===== src/rtl/sem_cfg_master_if.sv =====
// -----------------------------------------------------------------------------
// sem_cfg_master_if
// Bus bundle between the configuration master and the semaphore block.
//   ctl_wr / ctl_rd       register write / read strobes
//   ctl_addr / ctl_wrdata register address and write data
//   ctl_rddata            register read data, valid the cycle after ctl_rd
//   ram_wr                divisor RAM write strobe
//   ram_addr / ram_wrdata divisor RAM address and write data
// The master modport drives strobes, addresses and write data; the slave
// modport drives ctl_rddata.
// -----------------------------------------------------------------------------
interface sem_cfg_master_if;
    logic        ctl_wr;
    logic        ctl_rd;
    logic [1:0]  ctl_addr;
    logic [31:0] ctl_wrdata;
    logic [31:0] ctl_rddata;
    logic        ram_wr;
    logic [1:0]  ram_addr;
    logic [31:0] ram_wrdata;

    modport master (
        output ctl_wr, ctl_rd, ctl_addr, ctl_wrdata,
        input  ctl_rddata,
        output ram_wr, ram_addr, ram_wrdata
    );

    modport slave (
        input  ctl_wr, ctl_rd, ctl_addr, ctl_wrdata,
        output ctl_rddata,
        input  ram_wr, ram_addr, ram_wrdata
    );
endinterface


===== src/rtl/sem_cfg_master.sv =====
// -----------------------------------------------------------------------------
// sem_cfg_master
// Hardware initiator for the semaphore control/RAM interface.
// On start it loads four divisor words into the responder RAM, writes the
// divisor select register (reg1) and then the enable register (reg0 = 1).
// While running it services host divisor-change requests, polls status reg3
// every POLL_PERIOD idle cycles and, on stop, writes reg0 = 0 and goes idle.
//
// Ports
//   clk        clock, rising edge
//   clrn       asynchronous active-low reset
//   start      pulse: begin init sequence (only honoured when idle)
//   stop       pulse: disable and return to idle (only honoured in RUN)
//   div_req    level: request a reg1 write with div_val, held until div_ack
//   div_val    divisor select for the requested write
//   div_ack    pulse in the cycle the requested reg1 write strobe is driven
//   busy       high whenever a transaction (strobe or gap) is in flight
//   cfg_done   high from the first RUN cycle until back to idle
//   status     last value read from reg3
//   status_vld pulse in the cycle status takes a new value
//   bus        control/RAM bus, master side
//
// Every transaction is one strobe cycle followed by one gap cycle, so strobes
// are never adjacent. All bus outputs are decoded from the state register, so
// an asserted reset removes any strobe immediately.
// -----------------------------------------------------------------------------
module sem_cfg_master #(
    parameter logic [31:0] DIV0        = 32'h0A3C5032,
    parameter logic [31:0] DIV1        = 32'h0A1E0A64,
    parameter logic [31:0] DIV2        = 32'h0A1E281E,
    parameter logic [31:0] DIV3        = 32'h0A463214,
    parameter logic [1:0]  INIT_DIV    = 2'd0,
    parameter int          POLL_PERIOD = 16
) (
    input  logic                    clk,
    input  logic                    clrn,
    input  logic                    start,
    input  logic                    stop,
    input  logic                    div_req,
    input  logic [1:0]              div_val,
    output logic                    div_ack,
    output logic                    busy,
    output logic                    cfg_done,
    output logic [31:0]             status,
    output logic                    status_vld,
    sem_cfg_master_if.master        bus
);

    localparam int TW = $clog2(POLL_PERIOD);
    localparam logic [TW-1:0] POLL_LAST = TW'(POLL_PERIOD - 1);

    typedef enum logic [3:0] {
        S_IDLE,
        S_RAMW,     S_RAMW_GAP,
        S_WDIV,     S_WDIV_GAP,
        S_WEN,      S_WEN_GAP,
        S_RUN,
        S_DIVW,     S_DIVW_GAP,
        S_RD,       S_RDWAIT,
        S_STOPW,    S_STOP_GAP
    } state_e;

    state_e         state_q, state_d;
    logic [1:0]     idx_q, idx_d;       // RAM word being loaded
    logic [TW-1:0]  timer_q, timer_d;   // RUN-idle cycles since last poll
    logic [1:0]     div_q, div_d;       // divisor captured when a request is taken
    logic [31:0]    status_q, status_d;

    logic           ctl_wr, ctl_rd, ram_wr;
    logic [1:0]     ctl_addr, ram_addr;
    logic [31:0]    ctl_wrdata, ram_wrdata;

    function automatic logic [31:0] div_word(input logic [1:0] i);
        case (i)
            2'd0:    div_word = DIV0;
            2'd1:    div_word = DIV1;
            2'd2:    div_word = DIV2;
            default: div_word = DIV3;
        endcase
    endfunction

    // NOTE: state registers use non-blocking assignments so every flop
    // samples the pre-edge value of every other flop.
    always_ff @(posedge clk or negedge clrn) begin
        if (!clrn) begin
            state_q  <= S_IDLE;
            idx_q    <= '0;
            timer_q  <= '0;
            div_q    <= '0;
            status_q <= '0;
        end else begin
            state_q  <= state_d;
            idx_q    <= idx_d;
            timer_q  <= timer_d;
            div_q    <= div_d;
            status_q <= status_d;
        end
    end

    // NOTE: every signal written here gets a default first so no path
    // through the case statement can leave it unassigned and infer a latch.
    always_comb begin
        state_d    = state_q;
        idx_d      = idx_q;
        timer_d    = timer_q;
        div_d      = div_q;
        status_d   = status_q;
        ctl_wr     = 1'b0;
        ctl_rd     = 1'b0;
        ctl_addr   = '0;
        ctl_wrdata = '0;
        ram_wr     = 1'b0;
        ram_addr   = '0;
        ram_wrdata = '0;
        div_ack    = 1'b0;
        status     = status_q;
        status_vld = 1'b0;

        case (state_q)
            S_IDLE: begin
                timer_d = '0;
                idx_d   = '0;
                if (start) state_d = S_RAMW;
            end
            S_RAMW: begin
                ram_wr     = 1'b1;
                ram_addr   = idx_q;
                ram_wrdata = div_word(idx_q);
                state_d    = S_RAMW_GAP;
            end
            S_RAMW_GAP: begin
                idx_d   = idx_q + 2'd1;
                state_d = (idx_q == 2'd3) ? S_WDIV : S_RAMW;
            end
            S_WDIV: begin
                ctl_wr     = 1'b1;
                ctl_addr   = 2'd1;
                ctl_wrdata = {30'b0, INIT_DIV};
                state_d    = S_WDIV_GAP;
            end
            S_WDIV_GAP: state_d = S_WEN;
            S_WEN: begin
                ctl_wr     = 1'b1;
                ctl_addr   = 2'd0;
                ctl_wrdata = 32'd1;
                state_d    = S_WEN_GAP;
            end
            S_WEN_GAP: state_d = S_RUN;
            S_RUN: begin
                // Decision cycle: stop beats a divisor request beats a poll.
                if (stop) begin
                    state_d = S_STOPW;
                end else if (div_req) begin
                    div_d   = div_val;
                    state_d = S_DIVW;
                end else if (timer_q == POLL_LAST) begin
                    timer_d = '0;
                    state_d = S_RD;
                end else begin
                    timer_d = timer_q + 1'b1;
                end
            end
            S_DIVW: begin
                ctl_wr     = 1'b1;
                ctl_addr   = 2'd1;
                ctl_wrdata = {30'b0, div_q};
                div_ack    = 1'b1;
                state_d    = S_DIVW_GAP;
            end
            S_DIVW_GAP: state_d = S_RUN;
            S_RD: begin
                ctl_rd   = 1'b1;
                ctl_addr = 2'd3;
                state_d  = S_RD_next();
            end
            S_RDWAIT: begin
                // Read data is valid during the gap; present it straight
                // away and hold it for the following cycles.
                status_d   = bus.ctl_rddata;
                status     = bus.ctl_rddata;
                status_vld = 1'b1;
                state_d    = S_RUN;
            end
            S_STOPW: begin
                ctl_wr     = 1'b1;
                ctl_addr   = 2'd0;
                ctl_wrdata = 32'd0;
                state_d    = S_STOP_GAP;
            end
            S_STOP_GAP: state_d = S_IDLE;
            default:    state_d = S_IDLE;
        endcase
    end

    function automatic state_e S_RD_next();
        S_RD_next = S_RDWAIT;
    endfunction

    assign busy     = (state_q != S_IDLE) && (state_q != S_RUN);
    assign cfg_done = (state_q == S_RUN)    || (state_q == S_DIVW)   ||
                      (state_q == S_DIVW_GAP) || (state_q == S_RD)   ||
                      (state_q == S_RDWAIT) || (state_q == S_STOPW)  ||
                      (state_q == S_STOP_GAP);

    assign bus.ctl_wr     = ctl_wr;
    assign bus.ctl_rd     = ctl_rd;
    assign bus.ctl_addr   = ctl_addr;
    assign bus.ctl_wrdata = ctl_wrdata;
    assign bus.ram_wr     = ram_wr;
    assign bus.ram_addr   = ram_addr;
    assign bus.ram_wrdata = ram_wrdata;

endmodule


===== src/flat_wrapper.sv =====
// flat-port wrapper written by rule: the top's interface ports become plain ports
module sem_cfg_master_flat 
#(
    parameter logic [31:0] DIV0        = 32'h0A3C5032,
    parameter logic [31:0] DIV1        = 32'h0A1E0A64,
    parameter logic [31:0] DIV2        = 32'h0A1E281E,
    parameter logic [31:0] DIV3        = 32'h0A463214,
    parameter logic [1:0]  INIT_DIV    = 2'd0,
    parameter int          POLL_PERIOD = 16
)
  (clk, clrn, start, stop, div_req, div_val, div_ack, busy, cfg_done, status, status_vld, bus_ctl_wr, bus_ctl_rd, bus_ctl_addr, bus_ctl_wrdata, bus_ctl_rddata, bus_ram_wr, bus_ram_addr, bus_ram_wrdata);
  sem_cfg_master_if bus_i ();
  input  logic clk;
  input  logic clrn;
  input  logic start;
  input  logic stop;
  input  logic div_req;
  input  logic [1:0] div_val;
  output logic div_ack;
  output logic busy;
  output logic cfg_done;
  output logic [31:0] status;
  output logic status_vld;
  output wire logic [$bits(bus_i.ctl_wr)-1:0] bus_ctl_wr;
  output wire logic [$bits(bus_i.ctl_rd)-1:0] bus_ctl_rd;
  output wire logic [$bits(bus_i.ctl_addr)-1:0] bus_ctl_addr;
  output wire logic [$bits(bus_i.ctl_wrdata)-1:0] bus_ctl_wrdata;
  input wire logic [$bits(bus_i.ctl_rddata)-1:0] bus_ctl_rddata;
  output wire logic [$bits(bus_i.ram_wr)-1:0] bus_ram_wr;
  output wire logic [$bits(bus_i.ram_addr)-1:0] bus_ram_addr;
  output wire logic [$bits(bus_i.ram_wrdata)-1:0] bus_ram_wrdata;
  assign bus_ctl_wr = bus_i.ctl_wr;
  assign bus_ctl_rd = bus_i.ctl_rd;
  assign bus_ctl_addr = bus_i.ctl_addr;
  assign bus_ctl_wrdata = bus_i.ctl_wrdata;
  assign bus_i.ctl_rddata = bus_ctl_rddata;
  assign bus_ram_wr = bus_i.ram_wr;
  assign bus_ram_addr = bus_i.ram_addr;
  assign bus_ram_wrdata = bus_i.ram_wrdata;
  sem_cfg_master #(.DIV0(DIV0), .DIV1(DIV1), .DIV2(DIV2), .DIV3(DIV3), .INIT_DIV(INIT_DIV), .POLL_PERIOD(POLL_PERIOD)) u_core (.clk(clk), .clrn(clrn), .start(start), .stop(stop), .div_req(div_req), .div_val(div_val), .div_ack(div_ack), .busy(busy), .cfg_done(cfg_done), .status(status), .status_vld(status_vld), .bus(bus_i));
endmodule

===== config.mk =====
export PLATFORM = sky130hd
export DESIGN_NAME = sem_cfg_master_flat
export DESIGN_NICKNAME = d
export VERILOG_FILES = /design/src/rtl/sem_cfg_master_if.sv /design/src/rtl/sem_cfg_master.sv /design/src/flat_wrapper.sv
export SDC_FILE = /design/constraint.sdc
export NUM_CORES = 1
export LEC_CHECK = 0
export CAP_MARGIN = 20
export CORE_MARGIN = 8
export CORE_UTILIZATION = 30
export DETAILED_ROUTE_END_ITERATION = 12
export PLACE_DENSITY = 0.74
export SETUP_SLACK_MARGIN = 0.3
export SYNTH_ARGS = -nofsm -noshare
export SYNTH_HDL_FRONTEND = slang
export SYNTH_SLANG_ARGS = --single-unit

===== constraint.sdc =====
create_clock -name clk -period 2.6 [get_ports clk]
set_input_delay 0.65 -clock clk [delete_from_list [all_inputs] [get_ports clk]]
set_output_delay 0.65 -clock clk [all_outputs]
set_load 0.02 [all_outputs]

Word level (Yosys, flattened, before mapping)
Cells that the tools add are included.

operators by class
  bitwise logic cells = 1
  muxes and demuxes = 22
  reduce and logical (&&, ||, !) cells = 18
  add/sub/neg operators = 2
  equal/unequal tests = 22

operators with widths
  operator             number
  $pmux 23 s3          1
  $mux 32              2
  $pmux 4 s11          1
  $eq 4x4->1 const B   7
  $mux 4               7
  $eq 4x3->1 const B   4
  $pmux 2 s2           3
  $eq 4x2->1 const B   2
  $ne 4x3->1 const B   2
  $pmux 4 s2           1
  $logic_or 1x1->1     6
  $ne 2x2->1 const B   3
  $reduce_and 3->1     2
  $mux 1               5
  $add 4x1->4 const B  1
  $eq 2x2->1 const B   2
  $eq 4x1->1 const B   1
  $logic_not 4->1      1
  $mux 2               2
  $reduce_bool 2->1    2
  $reduce_bool 4->1    1
  $reduce_or 4->1      1
  $reduce_or 3->1      1
  $add 2x1->2 const B  1
  6 further kinds      6

word-level totals
  output and inout bits = 107
  register bits after elaboration = 44
  logic and storage cells = 70
  input bits = 39

Logic depth before layout (Yosys ltp)
Gate-level depths: netlist (run 1).

  word-level depth = 7
  depth in mapped cells = 5
  gate-level depth less buffers = 4

Least setup slack after synthesis (run 1)
OpenSTA, ideal clock, no wires.

  path type = reg-to-output
  start point = reg u_core.state_q[1]
  end point = out bus_ctl_addr[1]
  data required time = 1,950 ps
  cell stages (with the launch flop) = 5
  data arrival time = 1,646 ps
  path slack = 304 ps
  path through = dfrtp_1 buf_4 clkbuf_1 nor3b_1 buf_4

between the ends
  word-level cells in the longest chain between the ends = 3
  elaborated cells between the ends (all ways) = 5

RTL lines
  element                                          line                   RTL
  start: declaration                               sem_cfg_master.sv:63   state_e state_q, state_d;
  start signal: assignment                         sem_cfg_master.sv:92   state_q <= state_d;
  $eq 4x2->1 / $eq 4x4->1 (equally long branches)  sem_cfg_master.sv:119  case (state_q)
  $reduce_or 2->1 (no line)                        n/a
  $pmux 2 s2 *                                     sem_cfg_master.sv:119
  end: declaration                                 flat_wrapper.sv:26     output wire logic [$bits(bus_i.ctl_addr)-1:0] bus_ctl_addr;

Every way passes the cells marked *; elsewhere a longest branch is shown, timed or not.

Worst setup path after layout (run 1)
  start point = reg u_core.state_q[2]
  end point = out bus_ram_wrdata[5]

between the ends
  word-level cells in the longest chain between the ends = 2

RTL lines
  element           line                   RTL
  $eq 4x1->1        sem_cfg_master.sv:119
  $mux 32           sem_cfg_master.sv:119
  end: declaration  flat_wrapper.sv:31     output wire logic [$bits(bus_i.ram_wrdata)-1:0] bus_ram_wrdata;

No other way between the ends.

==> flow_metrics.env, run 1 <==
export IMPL_yosysWarnings=0
export IMPL_rows=33
export IMPL_vias=2025
export IMPL_critical_path_class="reg2out"
export IMPL_finish_utilization_pct=49.09
export IMPL_grt_max_degree=34
export IMPL_power_switching_mw=1.997
export IMPL_grtUsageTotal_pct=10.29
export IMPL_finalSetupTns_ns=0
export IMPL_gp_congestion=0.7870
export IMPL_place_area_sq_mm=0.003523
export IMPL_cp_max_fo=6
export IMPL_dp_cells=435
export IMPL_cp_slowest_cell="or4b_4"
export IMPL_clk_pin_slew_ns=0.08
export IMPL_min_delay_path_class="in2async"
export IMPL_clockBufferDepth=2
export IMPL_outcome="complete, no violations"
export IMPL_drt_total_wl_um=7190
export IMPL_synth_compound_area_share_pct=5.086
export IMPL_synth_top_family_by_area="buffers and inverters"
export IMPL_netlist_top_cells_count="51 x buf_4, 44 x dfrtp_1, 34 x mux2_2"
export IMPL_fp_dieH_um=107.9
export IMPL_layout_drive_gt1_share_pct=45.30
export IMPL_ys_types=39
export IMPL_cts_tree="done"
export IMPL_synthCells=235
export IMPL_leakage_nw=1.931
export IMPL_grt_pass1_wl_um=9749
export IMPL_period_needed_ns=2.459
export IMPL_synth_edf_count=0
export IMPL_cts_root_buf="clkbuf_8"
export IMPL_synth_top_area_share_pct=43.46
export IMPL_floorplan_initialDensity_pct=30.84
export IMPL_finalCritPeriodShare_pct=94.59
export IMPL_h_tree_depth=2
export IMPL_fin_cells=467
export IMPL_whs_ns=0.2482
export IMPL_vias_per_cell=4.336
export IMPL_hold_viol_final=0
export IMPL_seqPwrFrac_pct=24.3
export IMPL_layout_area_overhead_vs_synth_pct=59.21
export IMPL_power_per_cell_area_mw_per_mm2=1196
export IMPL_post_synth_top_area_cell="dfrtp_1"
export IMPL_wl_per_cell_um=15.40
export IMPL_cp_common_cell="buf_6"
export IMPL_dr_wl_met3_um=905
export IMPL_routed_top_layer="met4"
export IMPL_place_ws_ns=-0.02796
export IMPL_yosys_area_share_simple_pct=13.23
export IMPL_total_power_mw=4.825
export IMPL_internal_power_mw=2.829
export IMPL_diodes=0
export IMPL_drt_iter0_markers=53
export IMPL_crit_chain="or4b_4 > buf_6 > nor2_4 > o21a_1 > buf_6"
export IMPL_drc=0
export IMPL_ir_drop_mv=0.6122
export IMPL_dieWidth_um=107.9
export IMPL_hpwl_um=5024
export IMPL_crit_arrival_ns=1.81
export IMPL_fmax_mhz=406.6
export IMPL_skew_ns=0.003668
export IMPL_grt_pass1_vias=1982
export IMPL_cts_buffers=5
export IMPL_final_setup_viol_count=0
export IMPL_avgSynthCellArea_sq_um=10.78
export IMPL_io_buffers=102
export IMPL_cts_hold_buf=0
export IMPL_cp_buffers_inverters=2
export IMPL_synth_area_sq_mm=0.002534
export IMPL_swShare_pct=41.38
export IMPL_wl_met1_um=2536
export IMPL_synthTopCellsByArea="dfrtp_1 43%, buf_4 15%, mux2_2 15%, ha_1 4.0%, nand2_1 1.6%"
export IMPL_async_reset_ff_share_pct=100.0
export IMPL_ant_nets=0
export IMPL_insertion_delay_ns=0.30
export IMPL_comb_power_share_pct=65.1
export IMPL_drv_cap=0
export IMPL_synthXorXnorAreaFrac_pct=0.3457
export IMPL_yosys_mux_area_fraction_pct=15.90
export IMPL_fin_area_sq_mm=0.004034
export IMPL_core_area_sq_mm=0.008217
export IMPL_grt_overflow=0
export IMPL_cp_top_family="simple AND/OR/NAND/NOR gates"
export IMPL_firstDrtPassIters=4
export IMPL_pin_count=146
export IMPL_critPathLaunchType="register"
export IMPL_cp_slowest_stage_delay_ns=0.49
export IMPL_p_clk_share_pct=10.6
export IMPL_synth_adder_area_share_pct=3.951
export IMPL_met2_length_um=3690
export IMPL_timing_final_ws_setup_ns=0.1407
export IMPL_die_area_sq_mm=0.01164
export IMPL_worstPathRequired_ns=1.95
export IMPL_cp_end_kind="output pin"
export IMPL_cts_sinks=44
export IMPL_synth_seq_cells=44
export IMPL_ys_flop_type="dfrtp_1"
export IMPL_finalNetCount=408
export IMPL_antenna_found_initial=0
export IMPL_rsz0062_at_grt="yes"
export IMPL_slew_viol_final=0
export IMPL_synth_most_common_cell="buf_4"
export IMPL_seq_area_frac_synth_pct=43.46
## per-layer routing
layer	track usage, %	up-vias
li1	-	957
met5	0	-
met2	17.46	109
met1	10.94	951
met4	2.577	0
met3	5.569	8
## layout make-up
class / count / area, sq um
Multi-Input combinational cell: 165 / 1255
Fill cell: 749 / 4183
Clock buffer: 6 / 72.57
Tap cell: 105 / 131.4
Sequential cell: 44 / 1104
Timing Repair Buffer: 137 / 1399
Inverter: 8 / 37.54
Clock inverter: 2 / 35.03
## flip-flops by register name, summed over array words and instances (netlist names)
name and count:
u_core.div_q 2, u_core.idx_q 2, u_core.status_q 32, u_core.state_q 4, u_core.timer_q 4
## final timing paths
kind,start,cells past startpoint,end,slack (ns)
worst min register to register,u_core.status_q[26],1,u_core.status_q[26],0.50
min in group clk,u_core.status_q[26],1,u_core.status_q[26],0.50
worst max-delay path,u_core.state_q[2],5,bus_ram_wrdata[5],0.14
max in group asynchronous,clrn,2,u_core.status_q[0],1.63
worst max register to register,u_core.state_q[3],6,u_core.div_q[1],0.77
worst min-delay path,clrn,1,u_core.status_q[3],0.25
## cell usage in the layout (no fill, tap or decap), types with 2 or more instances in the layout
master	instances
o21a_1	2
nor2_1	4
clkbuf_8	5
or3_1	2
nand3_1	6
buf_12	6
clkdlybuf4s15_2	4
clkbuf_2	19
o211ai_1	2
ha_1	8
buf_8	2
buf_6	45
dfrtp_1	42
a21oi_1	4
mux2i_1	2
and3_1	5
buf_4	19
nand4_1	2
dfrtp_2	2
clkbuf_16	3
inv_1	7
nand2b_1	2
mux2_2	30
o21ai_0	4
nor2_4	7
nand2_1	11
mux2_4	4
clkdlybuf4s50_1	37
conb_1	43
## logic make-up (layout without fill, tap and decap cells)
logic type                 after synthesis  after routing
xor gates and xnor gates                 1              1
adders and majority gates                8              8
DFF                                     44             44
buffers and inverters                   68            153
AOI/OAI and AO/OA                       19             19
other                                    1             43
and+or+nand+nor                         58             58
muxes                                   36             36
## power by group through the flow
| stage | clock (mW) | combinational [mW] | sequential, mW |
|---|---|---|---|
| floorplan | 0 | 1.64 | 1.14 |
| global placement | 0 | 2.70 | 1.16 |
| global route | 0.562 | 3.34 | 1.21 |
| detailed placement | 0 | 2.74 | 1.18 |
| finish | 0.513 | 3.14 | 1.17 |
| CTS | 0.536 | 2.54 | 1.17 |
## repair_timing
action	CTS	global route
endpoints found under the setup margin	64	60
setup buffers	1	19
gates resized for setup	159	197
pin swaps	1	7
gates cloned	0	4
No activity file was read; power rests on OpenSTA's default activity.
==> run 2, diff against run 1 <==
--- a/config.mk
+++ b/config.mk
@@ -7,10 +7,12 @@
 export LEC_CHECK = 0
 export CAP_MARGIN = 20
 export CORE_MARGIN = 8
-export CORE_UTILIZATION = 30
+export CORE_UTILIZATION = 41
 export DETAILED_ROUTE_END_ITERATION = 12
-export PLACE_DENSITY = 0.74
+export MAX_ROUTING_LAYER = met4
+export PLACE_DENSITY = 0.94
 export SETUP_SLACK_MARGIN = 0.3
+export SKIP_LAST_GASP = 1
 export SYNTH_ARGS = -nofsm -noshare
 export SYNTH_HDL_FRONTEND = slang
 export SYNTH_SLANG_ARGS = --single-unit
==> run 2 against run 1 <==
Net effect:
- die area is 23% lower
- combinational power is 9.2% higher
- worst hold slack better by 0.0064 ns
- sequential power hardly changed
- core utilization is 18 points higher
- setup slack worse by 0.052 ns
- non-clock buffer count is 3 higher
- sequential share of layout area is 0.12 points higher
- count of clock-buffer cells in the layout is 1 lower
- critical path type unchanged
- largest power group unchanged
- critical endpoint is now status[17]
==> flow_metrics.env, run 2 (synthesis gave the netlist of run 1 again) <==
export IMPL_outcome="complete, no violations"
export IMPL_finalNetCount=411
export IMPL_cp_top_family="buffers and inverters"
export IMPL_drt_total_wl_um=7962
export IMPL_hold_viol_final=0
export IMPL_rsz0062_at_grt="yes"
export IMPL_grt_pass1_vias=2207
export IMPL_cts_tree="done"
export IMPL_cp_slowest_stage_delay_ns=0.42
export IMPL_skew_ns=0.004245
export IMPL_final_setup_viol_count=0
export IMPL_top_register="u_core.status_q"
export IMPL_layout_common_cells="44 x buf_6, 43 x conb_1, 42 x dfrtp_1"
export IMPL_min_delay_path_class="in2async"
export IMPL_critPathLaunchType="register"
export IMPL_ant_nets=0
export IMPL_cp_end_kind="output pin"
export IMPL_fmax_mhz=398.2
export IMPL_top_regs="u_core.status_q x32, u_core.state_q x4, u_core.timer_q x4"
export IMPL_grtUsageTotal_pct=15.91
export IMPL_antenna_found_initial=0
export IMPL_layout_drive_gt1_share_pct=46.15
export IMPL_gp_congestion=0.8494
export IMPL_crit_chain="buf_6 > nand4b_4 > buf_6 > buf_16 > mux2_4 > buf_6"
export IMPL_insertion_delay_ns=0.30
export IMPL_critical_path_class="reg2out"
export IMPL_layout_area_overhead_vs_synth_pct=58.52
export IMPL_final_common_cell="buf_6"
export IMPL_whs_ns=0.2546
export IMPL_leakage_nw=1.950
export IMPL_cts_sinks=44
export IMPL_grt_overflow=0
export IMPL_period_needed_ns=2.511
export IMPL_clk_pin_slew_ns=0.08
export IMPL_drv_cap=0
export IMPL_worstPathRequired_ns=1.95
export IMPL_cp_buffers_inverters=4
export IMPL_vias=2172
export IMPL_floorplan_initialDensity_pct=42.54
export IMPL_clockBufferDepth=2
export IMPL_fp_dieH_um=94.61
export IMPL_h_tree_depth=2
export IMPL_cp_slowest_cell="dfrtp_1"
export IMPL_cts_hold_buf=0
export IMPL_power_per_cell_area_mw_per_mm2=1253
export IMPL_hpwl_um=5237
export IMPL_core_area_sq_mm=0.005956
export IMPL_rows=28
export IMPL_wl_per_cell_um=18.14
export IMPL_grt_pass1_wl_um=10980
export IMPL_cts_root_buf="clkbuf_8"
export IMPL_firstDrtPassIters=6
export IMPL_diodes=0
export IMPL_finalCritPeriodShare_pct=96.58
export IMPL_fin_cells=439
export IMPL_cts_buffers=5
export IMPL_io_buffers=102
export IMPL_crit_arrival_ns=1.86
export IMPL_drc=0
export IMPL_dp_cells=406
export IMPL_die_area_sq_mm=0.008951
export IMPL_cp_max_fo=8
export IMPL_grt_max_degree=22
export IMPL_cp_common_cell="buf_6"
export IMPL_dieWidth_um=94.61
export IMPL_drt_iter0_markers=81
export IMPL_largest_register_ffs=32
export IMPL_vias_per_cell=4.948
export IMPL_slew_viol_final=0
export IMPL_ir_drop_mv=0.8237
export IMPL_pin_count=146
## run 2: cell count changes in the layout (fill, tap and decap cells not counted), moves of 2 or more
cell	change
clkbuf_2	-15
buf_4	+9
buf_2	+8
clkdlybuf4s15_2	+5
buf_12	-4
mux2_2	-3
mux2_4	+3
clkinvlp_4	+2
inv_1	-2
nand2_1	-2
nand2_2	+2
## run 2: layout make-up
class | count | area, sq um
Inverter | 8 | 38.79
Fill cell | 418 | 1939
Timing Repair Buffer | 140 | 1418
Sequential cell | 44 | 1104
Clock inverter | 2 | 12.51
Clock buffer | 5 | 68.82
Tap cell | 75 | 93.84
Multi-Input combinational cell | 165 | 1281
## run 2: worst paths after layout
check	cells after the start	slack (ns)	end	startpoint
setup / recovery	6	0.09	status[17]	u_core.state_q[2]
hold / removal	1	0.25	u_core.status_q[15]	clrn
setup reg to reg	6	0.65	u_core.div_q[0]	u_core.state_q[3]
hold reg to reg	1	0.50	u_core.status_q[18]	u_core.status_q[18]
max in group asynchronous	2	1.73	u_core.status_q[22]	clrn
min in group clk	1	0.50	u_core.status_q[18]	u_core.status_q[18]
## run 2: layer usage
layer  vias up  global-route usage (%)  share of wire, %
met5         -                       -                 0
met4         0                   3.771               2.4
met3        17                   4.286               7.6
met2       119                   28.79                52
met1      1069                   16.75                38
li1        967                       -                 -
## run 2: worst register-to-register path: stages, from the launching register on
cell and delay [ns]:
dfrtp_1 0.40, buf_6 0.15, buf_4 0.15, buf_4 0.14, nand4b_4 0.21, nor3b_1 0.41, mux2_2 0.39
## run 2: metrics by stage
stage	instance area (sq um)	setup TNS, ns	setup slack [ns]	total power [mW]	util [%]
2_1_floorplan	2691	0	0.3039	2.783	-
3_3_place_gp	3481	0	0.009629	3.833	58.45
3_5_place_dp	3481	-0.06857	-0.03643	3.922	58.45
4_1_cts	3765	0	0.05226	4.427	63.21
5_1_grt	4016	0	0.03660	5.302	67.44
6_report	4016	0	0.08881	5.034	67.44
## run 2: repair_timing
action / CTS / global route
buffers inserted: 13 / 9
hold endpoints to repair: 0 / 0
pin swaps: 2 / 4
gates resized for setup: 226 / 148
gates cloned: 2 / 2
endpoints found under the setup margin: 64 / 62
## run 2: report_power, final
part | total, mW | internal, mW | switching (mW)
clock | 0.413 | 0.182 | 0.231
sequential | 1.19 | 1.03 | 0.163
combinational | 3.43 | 1.69 | 1.75
total | 5.03 | 2.89 | 2.14
==> run 3, diff against run 2 <==
--- a/config.mk
+++ b/config.mk
@@ -12,6 +12,7 @@
 export MAX_ROUTING_LAYER = met4
 export PLACE_DENSITY = 0.94
 export SETUP_SLACK_MARGIN = 0.3
+export SKIP_CTS_REPAIR_TIMING = 1
 export SKIP_LAST_GASP = 1
 export SYNTH_ARGS = -nofsm -noshare
 export SYNTH_HDL_FRONTEND = slang
==> run 3 against run 2 <==
Net effect:
- clock power down 2%
- first-iteration DRC count is 25% lower
- final area is 9.8% lower
- critical path depth down 1
- core utilization decreased by 6.6 points
- flip-flop and latch count did not move
- die area unchanged
- fmax up 0.59%
- total power shrank 15%
- critical endpoint is now status[2]
- largest cell class is now multi-input gates
==> flow_metrics.env, run 3 (synthesis gave the netlist of run 1 again) <==
export IMPL_dieWidth_um=94.61
export IMPL_grt_pass1_wl_um=10070
export IMPL_wl_per_cell_um=16.31
export IMPL_routed_top_layer="met4"
export IMPL_layout_area_overhead_vs_synth_pct=42.91
export IMPL_gp_congestion=0.8494
export IMPL_layout_common_cells="44 x dfrtp_1, 43 x conb_1, 38 x dlymetal6s2s_1"
export IMPL_grt_pass1_vias=2078
export IMPL_cp_end_kind="output pin"
export IMPL_clk_pin_slew_ns=0.08
export IMPL_crit_arrival_ns=1.85
export IMPL_layout_drive_gt1_share_pct=28.65
export IMPL_firstDrtPassIters=4
export IMPL_vias_per_cell=4.743
export IMPL_worstPathRequired_ns=1.95
export IMPL_grt_max_degree=34
export IMPL_hold_viol_final=0
export IMPL_finalCritPeriodShare_pct=96.02
export IMPL_whs_ns=0.2587
export IMPL_vias=1978
export IMPL_grt_overflow=0
export IMPL_rows=28
export IMPL_top_regs="u_core.status_q x32, u_core.state_q x4, u_core.timer_q x4"
export IMPL_core_area_sq_mm=0.005956
export IMPL_h_tree_depth=2
export IMPL_drt_total_wl_um=6803
export IMPL_dp_cells=406
export IMPL_ant_nets=0
export IMPL_die_area_sq_mm=0.008951
export IMPL_critical_path_class="reg2out"
export IMPL_ir_drop_mv=0.7312
export IMPL_top_register="u_core.status_q"
export IMPL_fin_cells=417
export IMPL_finalNetCount=389
export IMPL_total_power_mw=4.268
export IMPL_insertion_delay_ns=0.29
export IMPL_met2_length_um=3700
export IMPL_min_delay_path_class="in2async"
export IMPL_power_per_cell_area_mw_per_mm2=1179
export IMPL_reg2reg_depth=4
export IMPL_drt_iter0_markers=61
export IMPL_hpwl_um=5237
export IMPL_skew_ns=0.005122
export IMPL_diodes=0
export IMPL_dr_wl_met3_um=525
export IMPL_final_setup_viol_count=0
export IMPL_cts_buffers=5
export IMPL_leakage_nw=2.039
export IMPL_slew_viol_final=0
export IMPL_cts_sinks=44
export IMPL_drc=0
export IMPL_fin_area_sq_mm=0.003621
export IMPL_place_area_sq_mm=0.003481
export IMPL_drv_cap=0
export IMPL_grtUsageTotal_pct=14.44
export IMPL_io_buffers=102
export IMPL_cts_root_buf="clkbuf_8"
export IMPL_finalSetupTns_ns=0
export IMPL_cp_max_fo=33
export IMPL_place_ws_ns=-0.03643
export IMPL_pin_count=146
export IMPL_period_needed_ns=2.497
export IMPL_floorplan_initialDensity_pct=42.54
export IMPL_timing_final_ws_setup_ns=0.1035
export IMPL_clockBufferDepth=2
export IMPL_cts_tree="done"
export IMPL_finish_utilization_pct=60.80
export IMPL_fp_dieH_um=94.61
export IMPL_largest_register_ffs=32
export IMPL_fmax_mhz=400.6
export IMPL_wl_met1_um=2496
export IMPL_outcome="complete, no violations"
export IMPL_final_common_cell="dfrtp_1"
export IMPL_critPathLaunchType="register"
export IMPL_antenna_found_initial=0
export IMPL_rsz0062_at_grt="yes"
[run 3: cell types whose count changed in the layout (fill, tap and decap cells not counted), moves of 3 or more]
| cell | delta |
|---|---|
| nor2_1 | +3 |
| buf_4 | -10 |
| nor2_4 | -4 |
| buf_6 | -40 |
| dlymetal6s2s_1 | +38 |
| mux2_2 | +7 |
| clkbuf_16 | -3 |
| clkdlybuf4s15_2 | -9 |
| mux2_4 | -7 |
| clkbuf_2 | +7 |
[run 3: final cells by class]
cell class,instances,area [sq um]
fillers,480,2335
well taps,75,93.84
clock inverters,2,12.51
repair buffers,118,1146
multi-input cells,165,1169
inverters,8,30.03
clock buffers,5,68.82
flip-flops and latches,44,1101
[run 3: worst max-delay path, stage by stage (launching register included)]
cell	delay (ns)
dfrtp_1	0.39
buf_4	0.21
nand4b_2	0.13
buf_12	0.21
mux2_2	0.38
dlymetal6s2s_1	0.22
[run 3: report_power, final]
group	switching (mW)	internal [mW]	leakage, nW
logic	1.48	1.22	1.47
registers	0.141	1.02	0.528
clock network	0.221	0.182	0.0400
total	1.85	2.42	2.04
[run 3: final timing paths]
| path | from | endpoint | slack, ns |
|---|---|---|---|
| worst min register to register | u_core.status_q[18] | u_core.status_q[18] | 0.50 |
| min in group clk | u_core.status_q[18] | u_core.status_q[18] | 0.50 |
| worst min-delay path | clrn | u_core.status_q[15] | 0.26 |
| worst max-delay path | u_core.state_q[1] | status[2] | 0.10 |
| max in group asynchronous | clrn | u_core.status_q[22] | 1.74 |
| worst max register to register | u_core.state_q[3] | u_core.div_q[0] | 0.87 |
[run 3: routing by layer]
layer  track usage, %  vias to the layer above
met1            15.64                      953
met4            3.901                        0
met3            3.254                       10
li1                 -                      915
met2            25.84                      100
met5                -                        -
